==> config.mk <==
export PLATFORM = sky130hd
export DESIGN_NAME = vga_pixel_probe_flat
export DESIGN_NICKNAME = d
export VERILOG_FILES = /design/src/rtl/vga_pixel_probe_if.sv /design/src/rtl/vga_pixel_probe.sv /design/src/flat_wrapper.sv
export SDC_FILE = /design/constraint.sdc
export NUM_CORES = 1
export LEC_CHECK = 0
export ABC_AREA = 1
export BUFFER_PORTS_ARGS = -buffer_cell sky130_fd_sc_hd__buf_2
export CAP_MARGIN = 20
export CORE_MARGIN = 4
export CORE_UTILIZATION = 45
export DETAILED_ROUTE_END_ITERATION = 6
export HOLD_SLACK_MARGIN = 0.05
export PLACE_DENSITY = 0.73
export SETUP_SLACK_MARGIN = 0.5
export SLEW_MARGIN = 20
export SYNTH_ARGS = -nofsm -noshare
export SYNTH_HDL_FRONTEND = slang
export SYNTH_SLANG_ARGS = --single-unit
==> constraint.sdc <==
create_clock -name clk -period 2 [get_ports clk]
set_input_delay 0.1 -clock clk [delete_from_list [all_inputs] [get_ports clk]]
set_output_delay 0.1 -clock clk [all_outputs]
set_load 0.02 [all_outputs]
==> src/rtl/vga_pixel_probe_if.sv <==
// VGA pixel stream bundle: raster counters, sync/blank flags and 12-bit RGB.
interface vga_if;
  logic [10:0] hcount;
  logic [10:0] vcount;
  logic        hsync;
  logic        vsync;
  logic        hblnk;
  logic        vblnk;
  logic [11:0] rgb;

  modport in  (input  hcount, vcount, hsync, vsync, hblnk, vblnk, rgb);
  modport out (output hcount, vcount, hsync, vsync, hblnk, vblnk, rgb);
endinterface

==> src/rtl/vga_pixel_probe.sv <==
// Inline VGA stream probe: forwards the stream through one register stage, counts
// frames and reads back the colour of one requested coordinate from the next frame.
module vga_pixel_probe #(
  parameter int X_W = 11,
  parameter int Y_W = 11
) (
  input  logic           clk,
  input  logic           rst,
  vga_if.in              in,
  vga_if.out             out,
  input  logic           req_valid,
  output logic           req_ready,
  input  logic [X_W-1:0] req_x,
  input  logic [Y_W-1:0] req_y,
  output logic           rsp_valid,
  input  logic           rsp_ready,
  output logic [11:0]    rsp_rgb,
  output logic           rsp_err,
  output logic [15:0]    frame_cnt
);

  typedef enum logic [1:0] {IDLE, SYNC, SCAN, RESP} state_t;

  state_t         state, state_nxt;
  logic [X_W-1:0] x_q;
  logic [Y_W-1:0] y_q;
  logic           fs;
  logic           hit;
  logic           cap_hit;
  logic           cap_miss;

  assign fs  = (in.hcount == '0) && (in.vcount == '0);
  assign hit = (in.hcount == x_q) && (in.vcount == y_q) && !in.hblnk && !in.vblnk;

  assign req_ready = (state == IDLE);
  assign rsp_valid = (state == RESP);

  // stage p0 -> p1: registered copy of the stream
  always_ff @(posedge clk) begin
    if (rst) begin
      out.hcount <= '0;
      out.vcount <= '0;
      out.hsync  <= 1'b0;
      out.vsync  <= 1'b0;
      out.hblnk  <= 1'b0;
      out.vblnk  <= 1'b0;
      out.rgb    <= '0;
    end else begin
      out.hcount <= in.hcount;
      out.vcount <= in.vcount;
      out.hsync  <= in.hsync;
      out.vsync  <= in.vsync;
      out.hblnk  <= in.hblnk;
      out.vblnk  <= in.vblnk;
      out.rgb    <= in.rgb;
    end
  end

  always_ff @(posedge clk) begin
    if (rst) begin
      state     <= IDLE;
      frame_cnt <= '0;
      rsp_rgb   <= '0;
      rsp_err   <= 1'b0;
    end else begin
      state <= state_nxt;
      if (fs)
        frame_cnt <= frame_cnt + 16'd1;
      if (cap_hit) begin
        rsp_rgb <= in.rgb;
        rsp_err <= 1'b0;
      end else if (cap_miss) begin
        rsp_rgb <= '0;
        rsp_err <= 1'b1;
      end
    end
  end

  // Coordinates are data: latched on acceptance, no reset needed.
  always_ff @(posedge clk) begin
    if (state == IDLE && req_valid) begin
      x_q <= req_x;
      y_q <= req_y;
    end
  end

  // A request never samples the frame in progress: SYNC waits for the next
  // frame start, then SCAN runs until a match or the following frame start.
  always_comb begin
    state_nxt = state;
    cap_hit   = 1'b0;
    cap_miss  = 1'b0;
    case (state)
      IDLE: if (req_valid) state_nxt = SYNC;
      SYNC: begin
        if (fs) begin
          if (hit) begin
            cap_hit   = 1'b1;
            state_nxt = RESP;
          end else begin
            state_nxt = SCAN;
          end
        end
      end
      SCAN: begin
        if (hit) begin
          cap_hit   = 1'b1;
          state_nxt = RESP;
        end else if (fs) begin
          cap_miss  = 1'b1;
          state_nxt = RESP;
        end
      end
      RESP: if (rsp_ready) state_nxt = IDLE;
      default: state_nxt = IDLE;
    endcase
  end

endmodule

==> src/flat_wrapper.sv <==
// flat-port wrapper written by rule: the top's interface ports become plain ports
module vga_pixel_probe_flat 
#(
  parameter int X_W = 11,
  parameter int Y_W = 11
)
  (clk, rst, req_valid, req_ready, req_x, req_y, rsp_valid, rsp_ready, rsp_rgb, rsp_err, frame_cnt, in_hcount, in_vcount, in_hsync, in_vsync, in_hblnk, in_vblnk, in_rgb, out_hcount, out_vcount, out_hsync, out_vsync, out_hblnk, out_vblnk, out_rgb);
  vga_if in_i ();
  vga_if out_i ();
  input  logic clk;
  input  logic rst;
  input  logic req_valid;
  output logic req_ready;
  input  logic [X_W-1:0] req_x;
  input  logic [Y_W-1:0] req_y;
  output logic rsp_valid;
  input  logic rsp_ready;
  output logic [11:0] rsp_rgb;
  output logic rsp_err;
  output logic [15:0] frame_cnt;
  input wire logic [$bits(in_i.hcount)-1:0] in_hcount;
  input wire logic [$bits(in_i.vcount)-1:0] in_vcount;
  input wire logic [$bits(in_i.hsync)-1:0] in_hsync;
  input wire logic [$bits(in_i.vsync)-1:0] in_vsync;
  input wire logic [$bits(in_i.hblnk)-1:0] in_hblnk;
  input wire logic [$bits(in_i.vblnk)-1:0] in_vblnk;
  input wire logic [$bits(in_i.rgb)-1:0] in_rgb;
  output wire logic [$bits(out_i.hcount)-1:0] out_hcount;
  output wire logic [$bits(out_i.vcount)-1:0] out_vcount;
  output wire logic [$bits(out_i.hsync)-1:0] out_hsync;
  output wire logic [$bits(out_i.vsync)-1:0] out_vsync;
  output wire logic [$bits(out_i.hblnk)-1:0] out_hblnk;
  output wire logic [$bits(out_i.vblnk)-1:0] out_vblnk;
  output wire logic [$bits(out_i.rgb)-1:0] out_rgb;
  assign in_i.hcount = in_hcount;
  assign in_i.vcount = in_vcount;
  assign in_i.hsync = in_hsync;
  assign in_i.vsync = in_vsync;
  assign in_i.hblnk = in_hblnk;
  assign in_i.vblnk = in_vblnk;
  assign in_i.rgb = in_rgb;
  assign out_hcount = out_i.hcount;
  assign out_vcount = out_i.vcount;
  assign out_hsync = out_i.hsync;
  assign out_vsync = out_i.vsync;
  assign out_hblnk = out_i.hblnk;
  assign out_vblnk = out_i.vblnk;
  assign out_rgb = out_i.rgb;
  vga_pixel_probe #(.X_W(X_W), .Y_W(Y_W)) u_core (.clk(clk), .rst(rst), .in(in_i), .out(out_i), .req_valid(req_valid), .req_ready(req_ready), .req_x(req_x), .req_y(req_y), .rsp_valid(rsp_valid), .rsp_ready(rsp_ready), .rsp_rgb(rsp_rgb), .rsp_err(rsp_err), .frame_cnt(frame_cnt));
endmodule
# Word-level counts from Yosys, hierarchy flattened
# Index checks and enable logic that the tools add are counted.
[op_classes] add_sub_neg=1 n_eq_ne=9 mux=15 n_reduce_logical=13
[ops] op="2-to-1 mux 12 bit" count=2
[ops] op="equality test 11 bit" count=2
[ops] op="zero test 11 bit" count=2
[ops] op="adder 16 x 1 -> 16 bit (second input constant)" count=1
[ops] op="2-to-1 mux 2 bit" count=5
[ops] op="one-hot mux 2 bit (4 select lines)" count=1
[ops] op="2-to-1 mux 1 bit" count=6
[ops] op="logical AND 1 bit" count=5
[ops] op="equality test 2 bit (second input constant)" count=2
[ops] op="inequality test 2 x 1 -> 1 bit (second input constant)" count=2
[ops] op="AND reduction 4 bit" count=1
[ops] op="inequality test 3 x 1 -> 1 bit (second input constant)" count=1
[ops] op="equality test 2 x 1 -> 1 bit (second input constant)" count=1
[ops] op="zero test 1 bit" count=2
[ops] op="zero test 2 bit" count=1
[ops] op="inequality test 2 bit (second input constant)" count=1
[ops] op="one-hot mux 1 bit (2 select lines)" count=1
[ops] op="nonzero test 2 bit" count=1
[ops] op="OR reduction 2 bit" count=1
[word_totals] register_bits=91 output_inout_bits=69 elab_cells=51

# Depth between registers and ports, before layout
[logic_depth] depth_word=8 depth_mapped=13 ltp_nobuf=12

# Worst setup path after synthesis
# No wires, ideal clock.
[synth_timing] path_kind="register to register" start="register u_core.state[0]" end="register u_core.x_q[0], enable pin" arrival_time_ps=1239 required_time_ps=1623 path_slack_ps=384 path_stages_with_launch=5 path_buffers=0 path_cell_list="dfxtp_1 inv_1 ha_1 nand2_1 inv_1"
[synth_between] elab_chain_cells=2
[synth_lines] element="start, declared" line_no="vga_pixel_probe.sv:24" source="state_t state, state_nxt;"
[synth_lines] element="start signal, assigned" line_no="vga_pixel_probe.sv:66" source="state <= state_nxt;"
[synth_lines] element="zero test 2 bit"
[synth_lines] element="net req_ready" line_no="flat_wrapper.sv:13" source="output logic req_ready;"
[synth_lines] element="logical AND 1 bit" line_no="vga_pixel_probe.sv:81" source="if (state == IDLE && req_valid) begin"
[synth_lines] element="end signal, assigned" line_no="vga_pixel_probe.sv:82" source="x_q <= req_x;"
[synth_lines] element="end, declared" line_no="vga_pixel_probe.sv:25" source="logic [X_W-1:0] x_q;"
# The timed path passes the listed nets, and every way through them passes these cells.
# A chain may end at the register's enable or synchronous reset.

# Worst setup path after layout
[layout_timing] start="register u_core.y_q[6]" end="register u_core.rsp_rgb[10]"
[layout_between] elab_chain_cells=8 word_cells_on_any_way=11 classes_between="eq/ne (1); mux (6); reduce/logical (4)"
[layout_lines] element="start, declared" line_no="vga_pixel_probe.sv:26" source="logic [Y_W-1:0] y_q;"
[layout_lines] element="start signal, assigned" line_no="vga_pixel_probe.sv:83" source="y_q <= req_y;"
[layout_lines] element="equality test 11 bit (*)" line_no="vga_pixel_probe.sv:33" source="assign hit = (in.hcount == x_q) && (in.vcount == y_q) && !in.hblnk && !in.vblnk;"
[layout_lines] element="logical AND 1 bit (*) (3 in series)" line_no="vga_pixel_probe.sv:33"
[layout_lines] element="2-to-1 mux 1 bit" line_no="vga_pixel_probe.sv:97, vga_pixel_probe.sv:106"
[layout_lines] element="2-to-1 mux 1 bit" line_no="vga_pixel_probe.sv:96" source="if (fs) begin"
[layout_lines] element="one-hot mux 1 bit (2 select lines)" line_no="vga_pixel_probe.sv:93" source="case (state)"
[layout_lines] element="2-to-1 mux 12 bit / nonzero test 2 bit (equally long branches)"
[layout_lines] element="end signal, assigned" line_no="vga_pixel_probe.sv:70" source="rsp_rgb <= in.rgb;"
[layout_lines] element="end, declared" line_no="vga_pixel_probe.sv:17" source="output logic [11:0] rsp_rgb,"
# Mark *: on every way between the ends. The rest lies on a longest branch, timed or not.

==> results.py <==
metrics = {
    "synthesis": {
        "yosys-top-cells-count": "nand2_1 (174), inv_1 (97), nor2_1 (79)",
        "ys_seq_area_share_pct": 51.5,
        "syn_nets": 604,
        "synthArstFlopShare_pct": 0,
        "synth.distinct_cells": 32,
        "synth_top_area_share_pct": 34.8,
        "postSynthCellCount": 535,
        "synthTopCellsByArea": "dfxtp_1 (35%), edfxtp_1 (17%), nand2_1 (16%), inv_1 (9.2%), nor2_1 (7.5%)",
        "synthFlopType": "dfxtp_1",
        "synth-seq-cells": 91,
        "ys_warn_count": 0,
        "yosysTopAreaCell": "dfxtp_1",
        "synth_area_um2": 3970,
        "yosysMostFrequentCell": "nand2_1",
        "synth_area_per_cell_um2": 7.41,
        "synth_edf_count": 22,
    },
    "critical_path": {
        "cp-start-kind": "register",
        "worstPathArrival_ns": 1.93,
        "required_ns": 2.27,
        "path_max_fanout": 6,
        "critPathCaptureType": "register",
        "path_class": "reg -> reg",
    },
    "clock_network": {
        "cts.clk_slew.worst_paths_ns": 0.09,
        "cts.path.max_buffers": 2,
        "cts_tree": "built",
        "cts-root-buf": "clkbuf_8",
        "cts_buffers": 9,
        "cts_sinks": 91,
        "clkLatencyLatePin_ns": 0.36,
        "clock_tree.htree_level_count": 3,
    },
    "pwr": {
        "peakVddDrop_mv": 0.424,
        "p_leak_nw": 3.03,
        "p_seq_share_pct": 47.5,
        "pwr-share-comb_pct": 22.9,
        "power_density_nw_per_um2": 782,
        "power.switching_mw": 1.39,
        "p_sw_share_pct": 30.6,
        "clkPwrFrac_pct": 29.5,
        "p_int_mw": 3.16,
    },
    "global_routing": {
        "overflow": 0,
        "grt_max_degree": 29,
        "gr-usage-all-layers_pct": 21.6,
        "grt_pass1_vias": 3873,
        "antenna_found_initial": 0,
        "grt_pass1_wl_um": 17700,
    },
    "floorplanning": {
        "die_x_um": 102,
        "start_util_pct": 47.3,
        "coreArea_um2": 8380,
        "fp.dieArea_um2": 10400,
        "die_h_um": 102,
        "pin_count": 133,
        "rows": 33,
    },
    "sta": {
        "worst_pin_slew_ns": 0.449,
        "setup_violations": 0,
        "period_needed_ns": 1.66,
        "hold_viol_final": 0,
        "slew_violations": 0,
        "tns_ns": 0,
        "max_freq_mhz": 601,
        "skew_ns": 0.00858,
        "period_share_pct": 83.2,
        "setup_ws_ns": 0.337,
        "slew_headroom_pct": 70.1,
        "rsz0062_at_grt": "yes",
    },
    "placement": {
        "port_buffers": 132,
        "dp_hpwl_um": 7500,
        "dpl_cell_area_um2": 4740,
        "globalplace.congestion": 0.944,
        "pre_cts_ws_ns": 0.275,
        "placed_cells": 766,
    },
    "run": {
        "cap_violations": 0,
    },
    "cells_and_area": {
        "drive_gt1_share_pct": 29.7,
        "n_antenna_cell": 0,
        "fillers": 674,
        "area_delta_synth_final_pct": 46.9,
        "nets": 809,
        "fin_area_um2": 5820,
        "layout.cells.non_filler": 850,
    },
    "routing": {
        "wl_per_cell_um": 13.2,
        "vias": 4028,
        "drc": 0,
        "via_per_inst": 4.74,
        "first_pass_iters": 5,
        "drt_wl_total_um": 11200,
        "ant_nets": 0,
        "drtIter0Drc": 154,
    },
    "status": {
        "status": "finished clean",
    },
    "min_path": {
        "hold_path.class": "in -> reg",
    },
}
[worst max-delay path, stage by stage, from the launching register on]
cell and delay (ns):
edfxtp_1 0.43, nand2_1 0.14, nand2_1 0.07, nor2_1 0.09
nand2_1 0.09, nor2_4 0.14, nand3_4 0.12, nor2_4 0.16
nor2_4 0.06, clkbuf_16 0.17, nand2_1 0.05, nand2_1 0.04
[routing by layer]
layer / global-route usage [%] / share of wire, % / vias up
met3: 3.82 / 6.8 / 28
li1: - / - / 2021
met5: 0 / 0 / -
met4: 9.49 / 2.7 / 0
met1: 27.2 / 41 / 1828
met2: 36.6 / 50 / 151
[registers in the layout, indices dropped and copies added (netlist names)]
signal,cells
u_core.state,2
u_core.rsp_err,1
u_core.out.hsync,1
u_core.frame_cnt,16
u_core.out.vcount,11
u_core.y_q,11
u_core.rsp_rgb,12
u_core.out.hblnk,1
u_core.x_q,11
u_core.out.rgb,12
u_core.out.hcount,11
u_core.out.vsync,1
u_core.out.vblnk,1
[final timing paths]
check,from,to,slack [ns],depth (start not counted)
hold reg to reg,u_core.frame_cnt[15]$_SDFFE_PP0P_,u_core.frame_cnt[15]$_SDFFE_PP0P_,0.51,2
setup reg to reg,u_core.y_q[6]$_DFFE_PP_,u_core.rsp_rgb[10]$_SDFFE_PP0P_,0.34,11
hold / removal,rst,u_core.frame_cnt[12]$_SDFFE_PP0P_,0.19,2
setup / recovery,u_core.y_q[6]$_DFFE_PP_,u_core.rsp_rgb[10]$_SDFFE_PP0P_,0.34,11
[cells in the final DEF, fill, tap and decap left out, types with 3 or more instances in the layout]
cell	n
nand2_1	156
buf_2	132
inv_1	92
nor2_1	70
dfxtp_1	65
dlygate4sd3_1	60
edfxtp_1	22
nand2_2	18
a21oi_1	14
nand3_1	12
clkbuf_8	9
nand4_1	8
buf_4	8
nor3_2	7
inv_2	6
nor2_2	6
xnor2_1	6
o21ai_0	6
nor2_4	5
dfxtp_2	4
nor4_2	3
nor3_1	3
ha_1	3
inv_6	3
[power by group through the flow]
stage	Sequential, mW	Clock, mW	Combinational, mW
final	2.16	1.34	1.04
after CTS	2.15	1.38	0.938
after global routing	2.18	1.45	1.16
after global placement	2.19	0	0.794
after detailed placement	2.20	0	0.810
after floorplan	2.23	0	0.499
[stage by stage]
step | util (%) | hold slack [ns] | power (mW)
2_1_floorplan | - | 0.199 | 2.73
3_3_place_gp | 56.5 | 0.277 | 2.98
3_5_place_dp | 56.5 | 0.278 | 3.01
4_1_cts | 67.4 | 0.174 | 4.47
5_1_grt | 69.5 | 0.218 | 4.78
6_report | 69.5 | 0.193 | 4.55
[cells by family (layout without fill, tap and decap cells)]
| logic type | count (synthesis) | in the layout | share of synthesized area, % |
|---|---|---|---|
| adders and majority gates | 5 | 5 | 1.58 |
| buffers and inverters | 110 | 320 | 10.9 |
| xor gates and xnor gates | 8 | 8 | 1.77 |
| and+or+nand+nor | 296 | 296 | 31.0 |
| AOI/OAI and AO/OA | 25 | 25 | 3.25 |
| DFF | 91 | 91 | 51.5 |
[area by class of cell]
| class | instances | area [µm²] | share of cell area (%) |
|---|---|---|---|
| flip-flops and latches | 91 | 2050 | 35.1 |
| multi-input cells | 334 | 1660 | 28.5 |
| repair buffers | 204 | 1390 | 23.8 |
| inverters | 100 | 379 | 6.51 |
| clock buffers | 10 | 149 | 2.56 |
| well taps | 105 | 131 | 2.26 |
| clock inverters | 6 | 67.6 | 1.16 |
[what timing repair did]
action / in CTS / in global routing
pin swaps: 6 / 24
setup buffers: 4 / 3
endpoints found under the setup margin: 15 / 46
gates cloned: 0 / 1
resized for setup: 13 / 44
hold buffers: 60 / 0
hold endpoints to repair: 68 / 0
No activity file was read; power rests on OpenSTA's default activity.
